## config.mk

```make
export PLATFORM = sky130hd
export DESIGN_NAME = bus_addr_decoder
export DESIGN_NICKNAME = d
export VERILOG_FILES = /design/src/rtl/bus_addr_decoder.sv
export SDC_FILE = /design/constraint.sdc
export NUM_CORES = 1
export LEC_CHECK = 0
export ABC_AREA = 1
export BUFFER_PORTS_ARGS = -buffer_cell sky130_fd_sc_hd__buf_2
export CAP_MARGIN = 30
export CORE_UTILIZATION = 40
export CTS_CLUSTER_DIAMETER = 40
export DETAILED_ROUTE_END_ITERATION = 8
export PLACE_DENSITY_LB_ADDON = 0.25
export SKIP_LAST_GASP = 1
export SLEW_MARGIN = 40
export SYNTH_ARGS = -nofsm -noshare
export SYNTH_HDL_FRONTEND = slang
export SYNTH_SLANG_ARGS = --single-unit
```

## constraint.sdc

```tcl
create_clock -name clk -period 3.55 [get_ports clk]
set_clock_uncertainty 0.05 [all_clocks]
set_input_delay 0.355 -clock clk [delete_from_list [all_inputs] [get_ports clk]]
set_output_delay 0.355 -clock clk [all_outputs]
set_load 0.005 [all_outputs]
```

## src/rtl/bus_addr_decoder.sv

```systemverilog
// bus_addr_decoder
//
// Address decoder and slave-side router for the serial system bus. It sits
// between the arbiter's granted-master path and the slave ports. While the
// arbiter holds a grant (bus_busy), the block:
//   1. shifts in a DEV_W-bit device ID, MSB first, from m_wr_bus. A bit is
//      taken on each edge where bus_busy and m_master_valid are both high.
//   2. decodes the ID to a registered one-hot s_sel. It pulses dec_ack for a
//      valid ID and dec_err for an out-of-range ID.
//   3. forwards the master's write line and handshakes to the selected
//      slave, and muxes that slave's return lines back, until bus_busy falls.
//
// Optional feature: define ADDR_DEC_TIMEOUT_EN to build an idle watchdog for
// the connected phase. After TIMEOUT consecutive cycles with no master or
// selected-slave valid, the block pulses dec_err and drops the connection.
// Without the macro the connection lasts until bus_busy falls, and no
// counter is built.
//
// Parameters
//   NUM_SLAVES  number of slave ports; valid device IDs are 0..NUM_SLAVES-1
//   DEV_W       device-ID width in bits (2**DEV_W >= NUM_SLAVES)
//   TIMEOUT     idle-cycle limit in CONNECT (ADDR_DEC_TIMEOUT_EN only)
//
// Ports
//   clk, rst         clock; asynchronous active-high reset
//   bus_busy         arbiter grant is held
//   m_wr_bus         granted master's serial write line
//   m_master_valid   granted master's valid, qualifies m_wr_bus
//   m_master_ready   granted master can accept read data
//   m_rd_bus         selected slave's read line, back to the master
//   m_slave_valid    selected slave's valid, back to the master
//   m_slave_ready    selected slave's ready, back to the master
//   dec_ack          one-cycle pulse: ID valid, slave connected
//   dec_err          one-cycle pulse: bad ID or idle timeout
//   s_sel            registered one-hot slave select
//   s_wr_bus         m_wr_bus broadcast to every slave
//   s_master_valid   m_master_valid gated per slave by s_sel
//   s_master_ready   m_master_ready gated per slave by s_sel
//   s_rd_bus, s_slave_valid, s_slave_ready   per-slave return lines
//
// Handshake semantics: a transfer on the forwarded path happens on a rising
// edge where the sender's valid and the receiver's ready are both high. This
// block does not qualify or register those handshakes. It only gates them
// with s_sel, so a slave sees valid/ready only while it is selected.
//
// The FSM state is held in the enum variable 'state' so that checkers can
// bind to it.

module bus_addr_decoder #(
  parameter int NUM_SLAVES = 3,
  parameter int DEV_W      = 2,
  parameter int TIMEOUT    = 255
) (
  input  logic                  clk,
  input  logic                  rst,
  input  logic                  bus_busy,
  input  logic                  m_wr_bus,
  input  logic                  m_master_valid,
  input  logic                  m_master_ready,
  output logic                  m_rd_bus,
  output logic                  m_slave_valid,
  output logic                  m_slave_ready,
  output logic                  dec_ack,
  output logic                  dec_err,
  output logic [NUM_SLAVES-1:0] s_sel,
  output logic                  s_wr_bus,
  output logic [NUM_SLAVES-1:0] s_master_valid,
  output logic [NUM_SLAVES-1:0] s_master_ready,
  input  logic [NUM_SLAVES-1:0] s_rd_bus,
  input  logic [NUM_SLAVES-1:0] s_slave_valid,
  input  logic [NUM_SLAVES-1:0] s_slave_ready
);

  // Bit counter: holds the number of ID bits received so far (0..DEV_W).
  localparam int CNT_W = $clog2(DEV_W + 1);
  // Count value just before the final ID bit arrives.
  localparam logic [CNT_W-1:0] LAST_CNT = CNT_W'(DEV_W - 1);
  // NUM_SLAVES sized one bit wider than the ID, used for the range check.
  localparam logic [DEV_W:0] NUM_SLAVES_W = (DEV_W + 1)'(NUM_SLAVES);

  typedef enum logic [2:0] {
    ST_IDLE,
    ST_ADDR,
    ST_DECODE,
    ST_CONNECT,
    ST_WAIT_REL
  } state_t;

  state_t             state;
  logic [DEV_W-1:0]   shift_q;
  logic [CNT_W-1:0]   bit_cnt;

  logic [DEV_W:0]          shift_ext;
  logic [DEV_W-1:0]        shift_next;
  logic                    id_ok;
  logic [NUM_SLAVES-1:0]   sel_dec;
  logic                    tmo_hit;

  // Shift left, new bit enters at the LSB. This gives MSB-first assembly.
  assign shift_ext  = {shift_q, m_wr_bus};
  assign shift_next = shift_ext[DEV_W-1:0];

  assign id_ok = ({1'b0, shift_q} < NUM_SLAVES_W);

  always_comb begin
    sel_dec = '0;
    for (int i = 0; i < NUM_SLAVES; i++) begin
      if (shift_q == DEV_W'(i)) sel_dec[i] = 1'b1;
    end
  end

`ifdef ADDR_DEC_TIMEOUT_EN
  localparam int TMO_W = $clog2(TIMEOUT + 1);
  // tmo_hit fires on the idle cycle that brings the count up to TIMEOUT.
  localparam logic [TMO_W-1:0] TMO_LAST = TMO_W'(TIMEOUT - 1);

  logic [TMO_W-1:0] tmo_cnt;
  logic             activity;

  // Activity is any master valid, or a valid from the connected slave.
  assign activity = m_master_valid | (|(s_slave_valid & s_sel));
  assign tmo_hit  = (state == ST_CONNECT) && !activity && (tmo_cnt == TMO_LAST);

  always_ff @(posedge clk or posedge rst) begin
    if (rst) begin
      tmo_cnt <= '0;
    end else if (!bus_busy || state != ST_CONNECT || activity || tmo_hit) begin
      tmo_cnt <= '0;
    end else begin
      tmo_cnt <= tmo_cnt + TMO_W'(1);
    end
  end
`else
  assign tmo_hit = 1'b0;
`endif

  // Main FSM. dec_ack and dec_err default low every cycle, so each is a
  // single-cycle pulse. A release (bus_busy low) takes priority in every
  // state, which also makes a release beat a same-edge timeout.
  always_ff @(posedge clk or posedge rst) begin
    if (rst) begin
      state   <= ST_IDLE;
      s_sel   <= '0;
      dec_ack <= 1'b0;
      dec_err <= 1'b0;
      shift_q <= '0;
      bit_cnt <= '0;
    end else begin
      dec_ack <= 1'b0;
      dec_err <= 1'b0;
      if (!bus_busy) begin
        // Release or abort: any partial ID is dropped without a pulse.
        state   <= ST_IDLE;
        s_sel   <= '0;
        bit_cnt <= '0;
      end else begin
        case (state)
          ST_IDLE: begin
            if (m_master_valid) begin
              // First ID bit: start fresh, not from stale shift contents.
              shift_q <= DEV_W'(m_wr_bus);
              bit_cnt <= CNT_W'(1);
              state   <= (DEV_W == 1) ? ST_DECODE : ST_ADDR;
            end
          end

          ST_ADDR: begin
            // A cycle with m_master_valid low stalls and holds the state.
            if (m_master_valid) begin
              shift_q <= shift_next;
              bit_cnt <= bit_cnt + CNT_W'(1);
              if (bit_cnt == LAST_CNT) state <= ST_DECODE;
            end
          end

          ST_DECODE: begin
            bit_cnt <= '0;
            if (id_ok) begin
              s_sel   <= sel_dec;
              dec_ack <= 1'b1;
              state   <= ST_CONNECT;
            end else begin
              dec_err <= 1'b1;
              state   <= ST_WAIT_REL;
            end
          end

          ST_CONNECT: begin
            if (tmo_hit) begin
              dec_err <= 1'b1;
              s_sel   <= '0;
              state   <= ST_WAIT_REL;
            end
          end

          ST_WAIT_REL: begin
            // Hold here with nothing selected until the arbiter releases.
            s_sel <= '0;
          end

          default: begin
            state <= ST_IDLE;
            s_sel <= '0;
          end
        endcase
      end
    end
  end

  // Forward path: the write line goes to every slave. The handshakes are
  // gated so that only the selected slave sees them.
  assign s_wr_bus       = m_wr_bus;
  assign s_master_valid = {NUM_SLAVES{m_master_valid}} & s_sel;
  assign s_master_ready = {NUM_SLAVES{m_master_ready}} & s_sel;

  // Return path: an AND-OR mux driven by the registered one-hot select. All
  // outputs are 0 when nothing is selected.
  assign m_rd_bus      = |(s_rd_bus      & s_sel);
  assign m_slave_valid = |(s_slave_valid & s_sel);
  assign m_slave_ready = |(s_slave_ready & s_sel);

endmodule

```

# Word-level counts from Yosys, hierarchy flattened
# Index checks and enable logic that the tools add are counted.
word_totals:
  register_bits: 12
  memories: 0
  ram_bits: 0
  latch_bits: 0
  inputBits: 15
  rom_bits: 0
classes:
  shift: 0
  n_eq_ne: 16
  n_div: 0
  multipliers: 0
  reduce_logical: 12
  add_sub_neg: 1
  bitwise_logic: 5
  magnitude_cmp: 1
  muxes: 25
ops:
  columns: ["cell", "count"]
  rows:
  - ["two-way mux 3 bit", 7]
  - ["bitwise AND 3 bit", 5]
  - ["!= test 3 bit (second input constant)", 4]
  - ["case mux 3 bit (4 select lines)", 1]
  - ["OR reduction 3 bit", 4]
  - ["two-way mux 2 bit", 5]
  - ["two-way mux 1 bit", 9]
  - ["!= test 2 bit (second input constant)", 4]
  - ["AND reduction 4 bit", 2]
  - ["== test 3 x 2 -> 1 bit (second input constant)", 2]
  - ["case mux 2 bit (3 select lines)", 1]
  - ["case mux 3 bit (2 select lines)", 1]
  - ["== test 2 x 1 -> 1 bit (second input constant)", 2]
  - ["!= test 4 x 1 -> 1 bit (second input constant)", 1]
  - ["case mux 2 bit (2 select lines)", 1]
  - ["== test 3 x 1 -> 1 bit (second input constant)", 1]
  - ["== test 3 bit (second input constant)", 1]
  - ["zero test 3 bit", 1]
  - ["AND reduction 3 bit", 1]
  - ["adder 2 x 1 -> 2 bit (second input constant)", 1]
  - ["== test 2 bit (second input constant)", 1]
  - ["zero test 2 bit", 1]
  - ["less-than comparator 2 bit (second input constant)", 1]
  - ["AND reduction 2 bit", 1]
  - ["other kinds (2)", 2]

# Logic depth before layout (Yosys ltp)
logic_depth:
  depth_word: 5
  ltp_mapped: 8
  mapped_depth_nobuf: 8

# Least setup slack after synthesis
# No wires, ideal clock.
synth_timing:
  path_type: "reg2reg"
  startpoint: "register state[1]"
  endpoint: "register state[0]"
  path_slack_ps: 2414
  path_buffers: 0
  t_arrival_ps: 970
  setup_ps: 116
  required_ps: 3384
  path_stages_with_launch: 9
  synth_period_minus_slack_ps: 1136
  path_cell_list: "dfrtp_1 > inv_1 > nand2_1 > nor2_2 > nand2_1 > nand2_1 > nor2_1 > nand2_1 > nand2_1"
synth_between:
  elab_chain_len: 4
synth_lines:
  columns: ["element", "line_no", "source"]
  rows:
  - ["start: declaration", "89", "state_t state;"]
  - ["start signal: assignment", "163", "state <= (DEV_W == 1) ? ST_DECODE : ST_ADDR;"]
  - ["== test 3 x 2 -> 1 bit / == test 3 bit (equally long branches)", "157", "case (state)"]
  - ["OR reduction 2 bit (no source line)", null, null]
  - ["case mux 3 bit (4 select lines) / != test 2 bit (equally long branches)", null, null]
  - ["two-way mux 3 bit / AND reduction 4 bit (equally long branches)", null, null]
# Several ways; a longest one is shown, not always the timed one.
# A chain may end at the register's enable or synchronous reset.

# Worst setup path after layout
layout_timing:
  startpoint: "register s_sel[2]"
  endpoint: "output m_slave_ready"
layout_between:
  elab_chain_len: 2
layout_lines:
  columns: ["element", "line_no", "source"]
  rows:
  - ["start: declaration", "65", "output logic [NUM_SLAVES-1:0] s_sel,"]
  - ["start signal: assignment", "179", "s_sel <= sel_dec;"]
  - ["bitwise AND 3 bit", "220", "assign m_slave_ready = |(s_slave_ready & s_sel);"]
  - ["OR reduction 3 bit", "220", null]
  - ["end: declaration", "62", "output logic m_slave_ready,"]
# No other way between the ends.

==> results.yml <==
status:
  status: "finished, final reports clean"
drt:
  dr_total_vias: 797
  route.detailed.drc: 0
  top_layer: "met4"
  drt-met1-wl_um: 762
  wl_met3_um: 148
  drtAntennaViolNets: 0
  route.met2.wl_um: 695
  routedWlPerCell_um: 9.83
  dr.pass1.iters: 4
  vias_per_cell: 4.77
  drt-initial-drc-count: 17
  drt-total-wl_um: 1640
clock_tree:
  clk_pin_slew_worst_paths_ps: 70
  ctsResizeCount: 0
  htreeDepth: 1
  clock_latency_ps: 280
  ctsRootBufferMaster: "clkbuf_4"
  numCtsBuffers: 3
  cts_sinks: 12
  postCtsSetupBuffers: 0
  cts_tree: "done"
  cts_hold_buffers: 0
  clk_path_buf_depth: 2
critical_path:
  arrival_ps: 1010
  cp.required_ps: 3140
  cp_cell_sequence: "nand2_1 > nand3_1 > buf_2"
  cp_slowest_cell: "dfrtp_1"
  startpoint: "s_sel[2]$_DFFE_PP0P_"
  critPathMaxStageDelay_ps: 460
  startpoint_type: "flip-flop"
  rr_worst_depth: 8
  crit_fanout: 7
  r2r-start: "state[1]$_DFFE_PP0P_"
  critical_path_buf_inv_count: 1
  crit_family: "flip-flops"
  critical_path_class: "reg2out"
  end_kind: "primary output"
  cp.depth: 3
die:
  pin_count: 30
  die_w_um: 45.4
  die_h_um: 45.4
  core-area_sq_um: 1750
  start_util_pct: 43.1
  row_count: 15
  die_area_sq_um: 2060
logic_synthesis:
  synth_top_area_share_pct: 39.9
  synth.avg_cell_area_sq_um: 6.84
  yosysWarnings: 0
  synth_nets: 126
  synthArstFlopShare_pct: 100
  syn_area_sq_um: 752
  synthesis.instances: 110
  synth_top_area_cell: "dfrtp_1"
  synthFlopType: "dfrtp_1"
  synth_edf_count: 0
  synth.area.top_cells: "dfrtp_1 40%, nand2_1 21%, inv_1 7.5%"
  synth_seq_cells: 12
  yosysUniqueCellTypes: 16
  seq_area_frac_synth_pct: 39.9
pwr:
  p_int_w: 0.000308
  p_per_area_nw_per_um2: 526
  pwr-share-seq_pct: 40.8
  p_sw_w: 0.000196
  ir_drop_uv: 274
  pwr-share-clk_pct: 21.4
  power_leakage_nw: 0.587
  netSwitchingFraction_pct: 38.8
  combPwrFrac_pct: 37.8
timing:
  hold_viol: 0
  timing.final.crit_share_pct: 39.8
  period_needed_ps: 1410
  report.final.slew_viol_count: 0
  tightest_slew_ps: 453
  rsz0062_at_grt: "false"
  setup_viol: 0
  max_freq_mhz: 708
  setup_tns_ps: 0
  slew_headroom_pct: 69.7
  finalHoldWorstSlack_ps: 19.8
placed_design:
  place.gp.congestion: 0.860
  io_buffers: 29
  dpl.hpwl_um: 1330
  dp.cells: 163
global_routing:
  grt_pass1_wl_um: 2420
  grt_pass1_vias: 607
  grt.total_usage_pct: 17.2
  grt_start_max_net_pins: 13
  antenna_found_initial: 0
  grt-ovfl-total: 0
min_path:
  worstHoldPathType: "in2async"
cells_and_area:
  area_growth_pct: 27.3
  antenna_cells: 0
  stdcell_count: 167
  drive_gt1_share_pct: 30.3
  finalNetCount: 159
flow_run:
  cap_violations: 0
## worst register-to-register path: stages, from the launching register on
cell     delay, ps
dfrtp_1        430
inv_1          110
nand2_1         70
nor2_2         180
nand2_1        110
nand2_1         70
nor2_1          50
nand2_1         50
nand2_1         40
## power groups by stage
stage / sequential [W] / clock [W] / combinational, W
2_1_floorplan: 0.000201 / 0 / 0.000134
3_3_place_gp: 0.000207 / 0 / 0.000185
3_5_place_dp: 0.000208 / 0 / 0.000190
4_1_cts: 0.000205 / 0.000113 / 0.000191
5_1_grt: 0.000211 / 0.000118 / 0.000217
6_report: 0.000206 / 0.000108 / 0.000191
## path summary, 6_finish.rpt
check                                    endpoint  slack [ps]
max                                 m_slave_ready        2140
min                          s_sel[2]$_DFFE_PP0P_          20
max reg2reg                  state[0]$_DFFE_PP0P_        2290
min reg2reg                bit_cnt[1]$_DFFE_PP0P_         460
max in group asynchronous    s_sel[0]$_DFFE_PP0P_        3120
min in group clk           shift_q[0]$_DFFE_PP0P_         250
## area by class of cell
cell class | instances | area [sq um]
Multi-Input combinational cell | 80 | 380
Clock buffer | 4 | 36.3
Sequential cell | 12 | 300
Timing Repair Buffer | 29 | 145
Fill cell | 177 | 788
Tap cell | 25 | 31.3
Inverter | 17 | 63.8
## metrics by stage
| stage | utilization [%] | total power, W | setup slack, ps | instance area (sq um) |
|---|---|---|---|---|
| 4_1_cts | 54.8 | 0.000509 | 2110 | 957 |
| 3_5_place_dp | 52.8 | 0.000398 | 2300 | 921 |
| 6_report | 54.8 | 0.000504 | 2140 | 957 |
| 5_1_grt | 54.8 | 0.000547 | 2070 | 957 |
| 3_3_place_gp | 52.8 | 0.000392 | 2330 | 921 |
| 2_1_floorplan | - | 0.000335 | 2410 | 752 |
## cell usage in the layout (no fill, tap or decap)
cell and n:
o21ai_0 6, inv_2 2, dfrtp_1 12, ha_1 1, o31ai_1 1, buf_2 29, nand3_2 4, nor2_2 2
nor2_4 1, a21oi_1 2, clkbuf_4 3, inv_1 15, clkbuf_8 1, o21ai_1 3, nand3_1 10, nand2_1 43
and3_2 1, nor2_1 6
## per-layer routing
| layer | global-route usage, % | vias to the layer above |
|---|---|---|
| met5 | 0 | - |
| met4 | 10.3 | 0 |
| met3 | 5.20 | 5 |
| met2 | 25.2 | 40 |
| met1 | 22.0 | 343 |
| li1 | - | 409 |
## cells in the mapped netlist, types with 2 or more instances
master	n
nor2_1	6
o21ai_0	6
nand3_1	10
nor2_2	2
dfrtp_1	12
nand2_1	43
inv_2	2
o21ai_1	3
a21oi_1	2
inv_1	15
nand3_2	4
## logic make-up after synthesis
family,Yosys count,share of synthesized area [%]
compound gates,12,8.32
buf+inv,18,9.48
simple gates,67,40.6
flops,12,39.9
fa+ha+maj,1,1.66
## flip-flops by register name, summed over array words and instances, names as in the netlist
signal,flops
bit_cnt,2
dec_err,1
dec_ack,1
s_sel,3
shift_q,2
state,3
Note: power is estimated with default switching activity, not from simulation.
